--- src/rtl/i2c_slave_rx.sv ---
// i2c_slave_rx: oversampling I2C target with 7-bit address match, write-byte strobe
// and optional read service from tx_data (enabled by defining I2C_SLAVE_READ_EN).
module i2c_slave_rx #(
  parameter logic [6:0] SLAVE_ADDR = 7'h50
) (
  input  logic       clk,
  input  logic       reset,
  input  logic       scl_in,
  input  logic       sda_in,
  output logic       sda_oe,
  output logic [7:0] rx_data,
  output logic       rx_valid,
  input  logic [7:0] tx_data,
  output logic       tx_load,
  output logic       rw,
  output logic       busy
);

  localparam logic [2:0] IDLE     = 3'd0;
  localparam logic [2:0] ADDR     = 3'd1;
  localparam logic [2:0] ADDR_ACK = 3'd2;
  localparam logic [2:0] WDATA    = 3'd3;
  localparam logic [2:0] WACK     = 3'd4;
`ifdef I2C_SLAVE_READ_EN
  localparam logic [2:0] RDATA    = 3'd5;
  localparam logic [2:0] RACK     = 3'd6;
`endif
  localparam logic [2:0] IGNORE   = 3'd7;

  logic       scl_m, scl_s, scl_d;
  logic       sda_m, sda_s, sda_d;
  logic       scl_rise, scl_fall, start_det, stop_det;
  logic [2:0] state;
  logic [2:0] cnt;
  logic [7:0] shift;
  logic       drive;
  logic       addr_hit;
`ifdef I2C_SLAVE_READ_EN
  logic       ack_seen;
`else
  logic       unused_tx;
`endif

  always_ff @(posedge clk or negedge reset) begin
    if (!reset) begin
      {scl_m, scl_s, scl_d} <= '1;
      {sda_m, sda_s, sda_d} <= '1;
    end else begin
      scl_m <= scl_in;
      scl_s <= scl_m;
      scl_d <= scl_s;
      sda_m <= sda_in;
      sda_s <= sda_m;
      sda_d <= sda_s;
    end
  end

  assign scl_rise  = scl_s & ~scl_d;
  assign scl_fall  = ~scl_s & scl_d;
  assign start_det = scl_s & sda_d & ~sda_s;
  assign stop_det  = scl_s & ~sda_d & sda_s;

  // shift[6:0] holds address bits 7..1 while sda_s carries the R/W bit
`ifdef I2C_SLAVE_READ_EN
  assign addr_hit = (shift[6:0] == SLAVE_ADDR);
  assign tx_load  = scl_fall & ~start_det & ~stop_det &
                    (((state == ADDR_ACK) & drive & rw) | ((state == RACK) & ack_seen));
`else
  assign addr_hit  = (shift[6:0] == SLAVE_ADDR) & ~sda_s;
  assign tx_load   = 1'b0;
  assign unused_tx = ^tx_data;
`endif

  // ACK phases use drive itself as the half-bit marker: first falling edge
  // asserts the pull-down, the second releases it and leaves the phase.
  always_ff @(posedge clk or negedge reset) begin
    if (!reset) begin
      state    <= IDLE;
      cnt      <= '0;
      shift    <= '0;
      drive    <= 1'b0;
      rx_data  <= '0;
      rx_valid <= 1'b0;
      rw       <= 1'b0;
      busy     <= 1'b0;
`ifdef I2C_SLAVE_READ_EN
      ack_seen <= 1'b0;
`endif
    end else begin
      rx_valid <= 1'b0;
      if (stop_det) begin
        state <= IDLE;
        drive <= 1'b0;
        busy  <= 1'b0;
      end else if (start_det) begin
        state <= ADDR;
        cnt   <= 3'd7;
        drive <= 1'b0;
        busy  <= 1'b0;
      end else begin
        case (state)
          ADDR: begin
            if (scl_rise) begin
              shift <= {shift[6:0], sda_s};
              if (cnt == 3'd0) begin
                if (addr_hit) begin
                  state <= ADDR_ACK;
                  rw    <= sda_s;
                  busy  <= 1'b1;
                end else begin
                  state <= IGNORE;
                end
              end else begin
                cnt <= cnt - 3'd1;
              end
            end
          end
          ADDR_ACK: begin
            if (scl_fall) begin
              if (!drive) begin
                drive <= 1'b1;
              end else begin
                drive <= 1'b0;
                cnt   <= 3'd7;
                state <= WDATA;
`ifdef I2C_SLAVE_READ_EN
                if (rw) begin
                  state <= RDATA;
                  shift <= tx_data;
                  drive <= ~tx_data[7];
                end
`endif
              end
            end
          end
          WDATA: begin
            if (scl_rise) begin
              shift <= {shift[6:0], sda_s};
              if (cnt == 3'd0) begin
                rx_data  <= {shift[6:0], sda_s};
                rx_valid <= 1'b1;
                state    <= WACK;
              end else begin
                cnt <= cnt - 3'd1;
              end
            end
          end
          WACK: begin
            if (scl_fall) begin
              if (!drive) begin
                drive <= 1'b1;
              end else begin
                drive <= 1'b0;
                cnt   <= 3'd7;
                state <= WDATA;
              end
            end
          end
`ifdef I2C_SLAVE_READ_EN
          RDATA: begin
            if (scl_fall) begin
              if (cnt == 3'd0) begin
                drive    <= 1'b0;
                ack_seen <= 1'b0;
                state    <= RACK;
              end else begin
                shift <= {shift[6:0], 1'b0};
                drive <= ~shift[6];
                cnt   <= cnt - 3'd1;
              end
            end
          end
          RACK: begin
            if (scl_rise) begin
              if (!sda_s) ack_seen <= 1'b1;
              else        state    <= IGNORE;
            end else if (scl_fall && ack_seen) begin
              ack_seen <= 1'b0;
              shift    <= tx_data;
              drive    <= ~tx_data[7];
              cnt      <= 3'd7;
              state    <= RDATA;
            end
          end
`endif
          default: begin
            drive <= 1'b0;
          end
        endcase
      end
    end
  end

  // Output stage keeps SDA changes well inside the SCL low phase.
  always_ff @(posedge clk or negedge reset) begin
    if (!reset) sda_oe <= 1'b0;
    else        sda_oe <= drive;
  end

endmodule

--- config.mk ---
export PLATFORM = sky130hd
export DESIGN_NAME = i2c_slave_rx
export DESIGN_NICKNAME = d
export VERILOG_FILES = /design/src/rtl/i2c_slave_rx.sv
export SDC_FILE = /design/constraint.sdc
export NUM_CORES = 1
export LEC_CHECK = 0
export ABC_AREA = 1
export CAP_MARGIN = 20
export CORE_MARGIN = 2
export CORE_UTILIZATION = 40
export DETAILED_ROUTE_END_ITERATION = 10
export GPL_ROUTABILITY_DRIVEN = 1
export HOLD_SLACK_MARGIN = 0.1
export MAX_ROUTING_LAYER = met4
export SLEW_MARGIN = 20
export SYNTH_ARGS = -nofsm -noshare
export SYNTH_HDL_FRONTEND = slang
export SYNTH_SLANG_ARGS = --single-unit
--- constraint.sdc ---
create_clock -name clk -period 2.1 [get_ports clk]
set_clock_uncertainty 0.2 [all_clocks]
set_input_delay 0.315 -clock clk [delete_from_list [all_inputs] [get_ports clk]]
set_output_delay 0.315 -clock clk [all_outputs]
set_load 0.03 [all_outputs]
; Yosys cells after proc, flatten, opt, wreduce, memory -nomap -nowiden
; Cells that the tools add are included.
[op_classes]
add_sub_neg = 1
eq_ne = 16
n_mux = 32
bitwise = 13
reduce_logical = 16
[op_table]
columns = cell, n
row1 = $mux 3, 14
row2 = $ne 4x4->1 const B, 4
row3 = $mux 1, 15
row4 = $reduce_bool 3->1, 5
row5 = $ne 3x1->1 const B, 4
row6 = $reduce_and 6->1, 2
row7 = $pmux 3 s3, 1
row8 = $ne 4x1->1 const B, 2
row9 = $reduce_and 4->1, 2
row10 = $and 1x1->1, 7
row11 = $eq 7x7->1 const B, 1
row12 = $reduce_and 7->1, 1
row13 = $eq 3x2->1 const B, 2
row14 = $not 1->1, 6
row15 = $pmux 3 s2, 1
row16 = $reduce_and 5->1, 1
row17 = $reduce_bool 5->1, 1
row18 = $reduce_or 2->1, 2
row19 = $eq 3x1->1 const B, 1
row20 = $eq 3x3->1 const B, 1
row21 = $logic_not 3->1, 1
row22 = $ne 3x3->1 const B, 1
row23 = $sub 3x1->3 const B, 1
row24 = $pmux 1 s2, 1
row25 = $reduce_and 2->1, 1
[word_totals]
register_bits = 32
out_inout_bits = 13
elab_cells = 93

; Depth between registers and ports, before layout
; Gate-level depths: netlist of run 1.
[logic_depth]
ltp_word = 8
mapped_depth = 11
ltp_nobuf = 11

; Worst setup path before layout of run 1
; No wires, ideal clock.
[synth_timing]
path_type = reg-to-reg
start = register scl_s
end = register rx_data[2]
setup_ns = 0.119
arrival_ns = 1.222
required_time_ns = 1.781
setup_slack_ns = 0.560
path_stages_with_launch = 9
period_less_slack_ns = 1.540
cell_sequence = dfstp_2 > inv_2 > nor2_4 > nand2_1 > clkinv_1 > nand3_4 > buf_6 > nand2_1 > o21ai_2
[synth_via]
elab_chain_cells = 4
word_cells_on_any_way = 8
[synth_rtl]
columns = item, line_no
row1 = "start, declared", 30  ; logic scl_m, scl_s, scl_d;
row2 = "start signal, assigned", 50  ; scl_s <= scl_m;
row3 = "$and 1x1->1, on equally long branches (2 in a row)", "61, 60"
row4 = $not 1->1 (no line), n/a
row5 = $reduce_and 5->1 (no line) *, n/a
row6 = "end signal, assigned", 140  ; rx_data <= {shift[6:0], sda_s};
row7 = "end, declared", 11  ; output logic [7:0] rx_data,
; Every way passes the cells marked *; elsewhere a longest branch is shown, timed or not.
; A chain may end at the register's enable or synchronous reset.

; Worst setup path in the final report of run 1
[layout_timing]
start = register rx_data[0]
end = output rx_data[0]
; No word-level cell between the ends.

==> results.toml, run 1 <==
[placement]
dp_hpwl_um = 2170
place_inst = 248
pre_cts_ws_ns = 0.334
gp_congestion = 0.853
port_buffers = 15

[grt]
first_global_vias = 1205
grt_max_degree = 33
grt_use_total_pct = 15.9
grt_antenna_before_repair = 0
grt_overflow = 0
grt_pass1_wl_um = 5150

[synth]
synth_edf_count = 0
ys_types = 27
synth_warnings = 0
ys_seq_elements = 32
syn_inst = 187
yosys-top-cells-count = "65 x nand2_1, 26 x dfrtp_1, 19 x inv_1"
synth_area_um2 = 1570
synth.area.top_cells = "dfrtp_1 41%, nand2_1 16%, dfstp_2 10%, inv_1 4.5%, o21ai_2 3.9%"
async_flop_share_pct = 100
ys_seq_area_share_pct = 51.4
synth_top_area_cell = "dfrtp_1"
postSynthAreaPerCell_um2 = 8.40
yosysTopAreaCellShare_pct = 41.4
synth-main-ff-cell = "dfrtp_1"
syn_nets = 201
yosysMostFrequentCell = "nand2_1"

[timing]
min_period_ns = 1.83
tns_ns = 0
slew_viol_final = 0
fmaxAchievable_ghz = 0.548
rsz0062_at_grt = "false"
setup_viol = 0
finalCritPeriodShare_pct = 86.9
timing_hold_violations_final = 0
fin_ws_ns = 0.275

[route]
wl_per_cell_um = 11.1
vias = 1204
drc_errors = 0
drt_iter0_drc = 29
dr.pass1.iters = 4
ant_nets = 0
drt_wl_total_um = 2830
via_per_inst = 4.70

[floorplan]
row_count = 22
die_h_um = 66.7
die_w_um = 66.7
die_area_um2 = 4450
io_pins = 25
core_um2 = 3720
initial_core_util_pct = 42.3

[pwr]
vdd_drop_max_uv = 564
power.density_nw_per_um2 = 1280
power_mw = 2.41
leakagePower_nw = 0.929

[worst_setup_path]
critical_path_arrival_ns = 1.31
path_cells = "clkdlybuf4s50_1"
crit_path_max_incr_delay_ns = 0.67
cp.depth = 1
r2r-start = "cnt[0]$_DFFE_PN0P_"
critical_path.startpoint_type = "flop"
cp-end-kind = "output port"
crit_start = "rx_data[0]$_DFFE_PN0P_"
cp_slowest_cell = "clkdlybuf4s50_1"
r2r.worst_path.cells = 10
critPathKind = "reg -> out"
cp.buffers_inverters = 1
crit_fanout = 2
cp_top_family = "buffers and inverters"
cp.required_ns = 1.58

[clock_tree]
cts.htree.levels = 2
cts_root_buf = "clkbuf_8"
clkTransAtPathRegs_ns = 0.07
clkLatencyLatePin_ns = 0.28
post_cts_buffers = 0
cts_tree = "yes"
numCtsBuffers = 5
clkSinkCount = 32
ctsHoldBuffers = 0
cts.repair.resized = 0
cts.path.max_buffers = 2

[worst_hold_path]
hp-class = "reg -> reg"
whs_path_depth = 0
hp-start = "sda_m$_DFF_PN1_"

[layout]
finalNonFillerCells = 256
antenna_cells = 0
syn_to_final_growth_pct = 19.4
nFillCells = 389
nNetsFinal = 221
layout-drive-gt1-share_pct = 19.2
final_util_pct = 50.5

[outcome]
run_status = "finished clean"

[flow_run]
drv_cap = 0
## area by class of cell
| cell class | instances | area, um^2 | area share (%) |
|---|---|---|---|
| Timing Repair Buffer | 16 | 158 | 8.40 |
| Tap cell | 48 | 60.1 | 3.20 |
| Sequential cell | 32 | 808 | 43.1 |
| Clock inverter | 3 | 42.5 | 2.27 |
| Multi-Input combinational cell | 127 | 646 | 34.4 |
| Clock buffer | 5 | 68.8 | 3.67 |
| Inverter | 25 | 93.8 | 5.00 |
## placed cells by master (no fill, tap or decap)
master / instances
nor2_1: 13
clkbuf_8: 5
clkinv_2: 1
nand2_2: 4
clkinv_1: 2
clkinvlp_4: 1
nand4_1: 1
buf_4: 1
nor2_4: 3
nand2_1: 65
ha_1: 2
dfstp_2: 6
o21ai_1: 1
o21ai_2: 7
nand3_4: 1
inv_2: 4
clkdlybuf4s50_1: 15
nor2_2: 2
nand3_1: 11
conb_1: 1
a21oi_1: 1
bufinv_16: 1
nand3_2: 3
nor3_1: 1
xnor2_1: 1
o21ai_0: 8
a21boi_0: 1
dfrtp_1: 26
nand2_4: 1
inv_1: 19
## per-stage QoR
stage | area (um^2) | hold slack [ns]
2_1_floorplan | 1570 | -0.181
3_3_place_gp | 1770 | 0.145
3_5_place_dp | 1770 | 0.153
4_1_cts | 1880 | 0.164
5_1_grt | 1880 | 0.170
6_report | 1880 | 0.160
## flip-flops by register name, indices dropped and copies added (netlist names), 3 cells and up
register  count
cnt           3
rx_data       8
shift         7
state         3
## routing by layer
metal  GRT usage (%)  vias to the layer above  wire, um
li1                -                      613         -
met1            19.3                      570      1330
met2            24.8                       17      1360
met3            5.07                        4        95
met4            6.12                        0        42
met5               -                        -         0
## power breakdown
group / switching, mW / leakage (nW) / total [mW] / internal (mW)
Sequential: 0.118 / 0.408 / 0.878 / 0.760
Combinational: 0.613 / 0.467 / 0.956 / 0.343
Clock: 0.224 / 0.0541 / 0.575 / 0.351
## cells by family after synthesis
group / count (synthesis) / share of synthesized area [%]
AOI/OAI and AO/OA: 18 / 7.56
xor gates and xnor gates: 1 / 0.557
adders and majority gates: 2 / 1.59
buffers and inverters: 28 / 7.48
DFF: 32 / 51.4
other: 1 / 0.239
and+or+nand+nor: 105 / 31.1
## path summary, 6_finish.rpt
check | endpoint | slack (ns)
setup / recovery | rx_data[0] | 0.27
hold / removal | sda_s$_DFF_PN1_ | 0.16
setup reg to reg | rx_data[7]$_DFFE_PN0P_ | 0.36
hold reg to reg | sda_s$_DFF_PN1_ | 0.16
max in group asynchronous | sda_d$_DFF_PN1_ | 1.14
min in group asynchronous | rx_valid$_DFF_PN0_ | 0.23
Note: power is estimated with default switching activity, not from simulation.
==> run 2: changes to the inputs <==
==> constraint.sdc (replaced) <==
create_clock -name clk -period 1.8 [get_ports clk]
set_clock_uncertainty 0.2 [all_clocks]
set_input_delay 0.27 -clock clk [delete_from_list [all_inputs] [get_ports clk]]
set_output_delay 0.27 -clock clk [all_outputs]
set_load 0.03 [all_outputs]
==> run 2 against run 1 <==
Compared with the run above:
- sequential share of layout area shrank 1.3 points
- design area grew 3.1%
- setup slack lost 0.23 ns
- clock power grew 17%
- first-iteration DRC count grew 100%
==> results.toml, run 2 (synthesis gave the netlist of run 1 again) <==
[pwr]
vdd_drop_max_uv = 623
leakagePower_nw = 1.10
power.density_nw_per_um2 = 1460

[placement]
gp_congestion = 0.832
port_buffers = 15
pre_cts_ws_ns = 0.0595
dp_hpwl_um = 2060
place_inst = 248

[timing]
slew_viol_final = 0
finalCritPeriodShare_pct = 97.8
fin_hold_ws_ns = 0.152
rsz0062_at_grt = "true"
fin_ws_ns = 0.0404
tns_ns = 0
timing_hold_violations_final = 0
min_period_ns = 1.76
setup_viol = 0
fmaxAchievable_ghz = 0.568

[clock_tree]
cts.path.max_buffers = 2
clkLatencyLatePin_ns = 0.28
numCtsBuffers = 5
cts.htree.levels = 2
cts_tree = "yes"
clkTransAtPathRegs_ns = 0.07
clkSinkCount = 32
cts_root_buf = "clkbuf_8"
ctsHoldBuffers = 0

[worst_setup_path]
crit_path_max_incr_delay_ns = 0.67
cp-end-kind = "output port"
cp.required_ns = 1.33
path_cells = "clkdlybuf4s50_1"
cp_slowest_cell = "clkdlybuf4s50_1"
crit_fanout = 2
critical_path.startpoint_type = "flop"
critical_path_arrival_ns = 1.29
critPathKind = "reg -> out"
cp_top_family = "buffers and inverters"
cp.buffers_inverters = 1

[route]
wl_per_cell_um = 11.1
vias = 1192
drt_iter0_drc = 58
drc_errors = 0
dr.pass1.iters = 4
ant_nets = 0
via_per_inst = 4.64
drt_wl_total_um = 2860

[layout]
layout-drive-gt1-share_pct = 20.6
antenna_cells = 0
reg_top3 = "rx_data (8), shift (7)"
syn_to_final_growth_pct = 23.1
largest_reg_flops = 8
most-common-layout-cells = "64 x nand2_1, 26 x dfrtp_1, 19 x inv_1"
final_common_cell = "nand2_1"
nNetsFinal = 222
top_register = "rx_data"
nFillCells = 344
finalNonFillerCells = 257

[floorplan]
core_um2 = 3720
die_h_um = 66.7
row_count = 22
die_area_um2 = 4450
die_w_um = 66.7
initial_core_util_pct = 42.3
io_pins = 25

[outcome]
run_status = "finished clean"

[grt]
met2_usage_pct = 22.9
first_global_vias = 1144
grt_util_met3_pct = 5.07
grt_pass1_wl_um = 4970
grt_overflow = 0
grt_use_total_pct = 15.3
top_usage_layer = "met2"
use_met1_pct = 19.4
grt_antenna_before_repair = 0
grt_max_degree = 33

[flow_run]
drv_cap = 0

[worst_hold_path]
hp-class = "in -> async"
## run 2: cell count changes in the layout (fill, tap and decap cells not counted)
cell	before	now
dlymetal6s2s_1	0	9
nand2_2	4	5
nand2_1	65	64
clkdlybuf4s50_1	15	6
buf_12	0	1
buf_4	1	0
nand3_4	1	2
nor2_1	13	12
nor2_2	2	3
## run 2: layout make-up
type,count,area [um^2],area share [%]
Tap cell,48,60.1,3.10
Clock inverter,3,42.5,2.20
Sequential cell,32,808,41.8
Inverter,25,93.8,4.85
Multi-Input combinational cell,128,668,34.5
Timing Repair Buffer,16,193,9.96
Clock buffer,5,68.8,3.56
## run 2: what timing repair did
item,4_1_cts,5_1_grt
setup buffers,0,0
resized for setup,0,12
setup endpoints to repair,0,20
## run 2: report_power, final
| group | total [mW] | switching, mW | internal [mW] |
|---|---|---|---|
| clock | 0.675 | 0.266 | 0.409 |
| sequential | 1.02 | 0.135 | 0.886 |
| combinational | 1.12 | 0.719 | 0.401 |
| total | 2.82 | 1.12 | 1.70 |
## run 2: routing by layer
metal  vias to the layer above  routed length (um)
met5                         -                   0
met2                        17                1380
li1                        619                   -
met4                         0                  28
met3                         4                 102
met1                       552                1350
## run 2: path summary, 6_finish.rpt
path                                   startpoint                     end  slack, ns  cells after the start
setup / recovery           rx_data[3]$_DFFE_PN0P_              rx_data[3]       0.04                      1
hold / removal                              reset  rx_data[7]$_DFFE_PN0P_       0.15                      2
setup reg to reg               cnt[0]$_DFFE_PN0P_          rw$_DFFE_PN0P_       0.05                      9
hold reg to reg                   sda_m$_DFF_PN1_         sda_s$_DFF_PN1_       0.16                      0
max in group asynchronous                   reset         sda_d$_DFF_PN1_       1.00                      2
min in group clk                  sda_m$_DFF_PN1_         sda_s$_DFF_PN1_       0.16                      0
## run 2: stage by stage
stage	cell area (um^2)	total power, mW	utilization (%)
finish	1930	2.82	52.1
global route	1930	3.07	52.1
CTS	1890	2.84	50.8
detailed placement	1780	2.15	47.8
global placement	1780	2.11	47.8
floorplan	1570	1.90	-
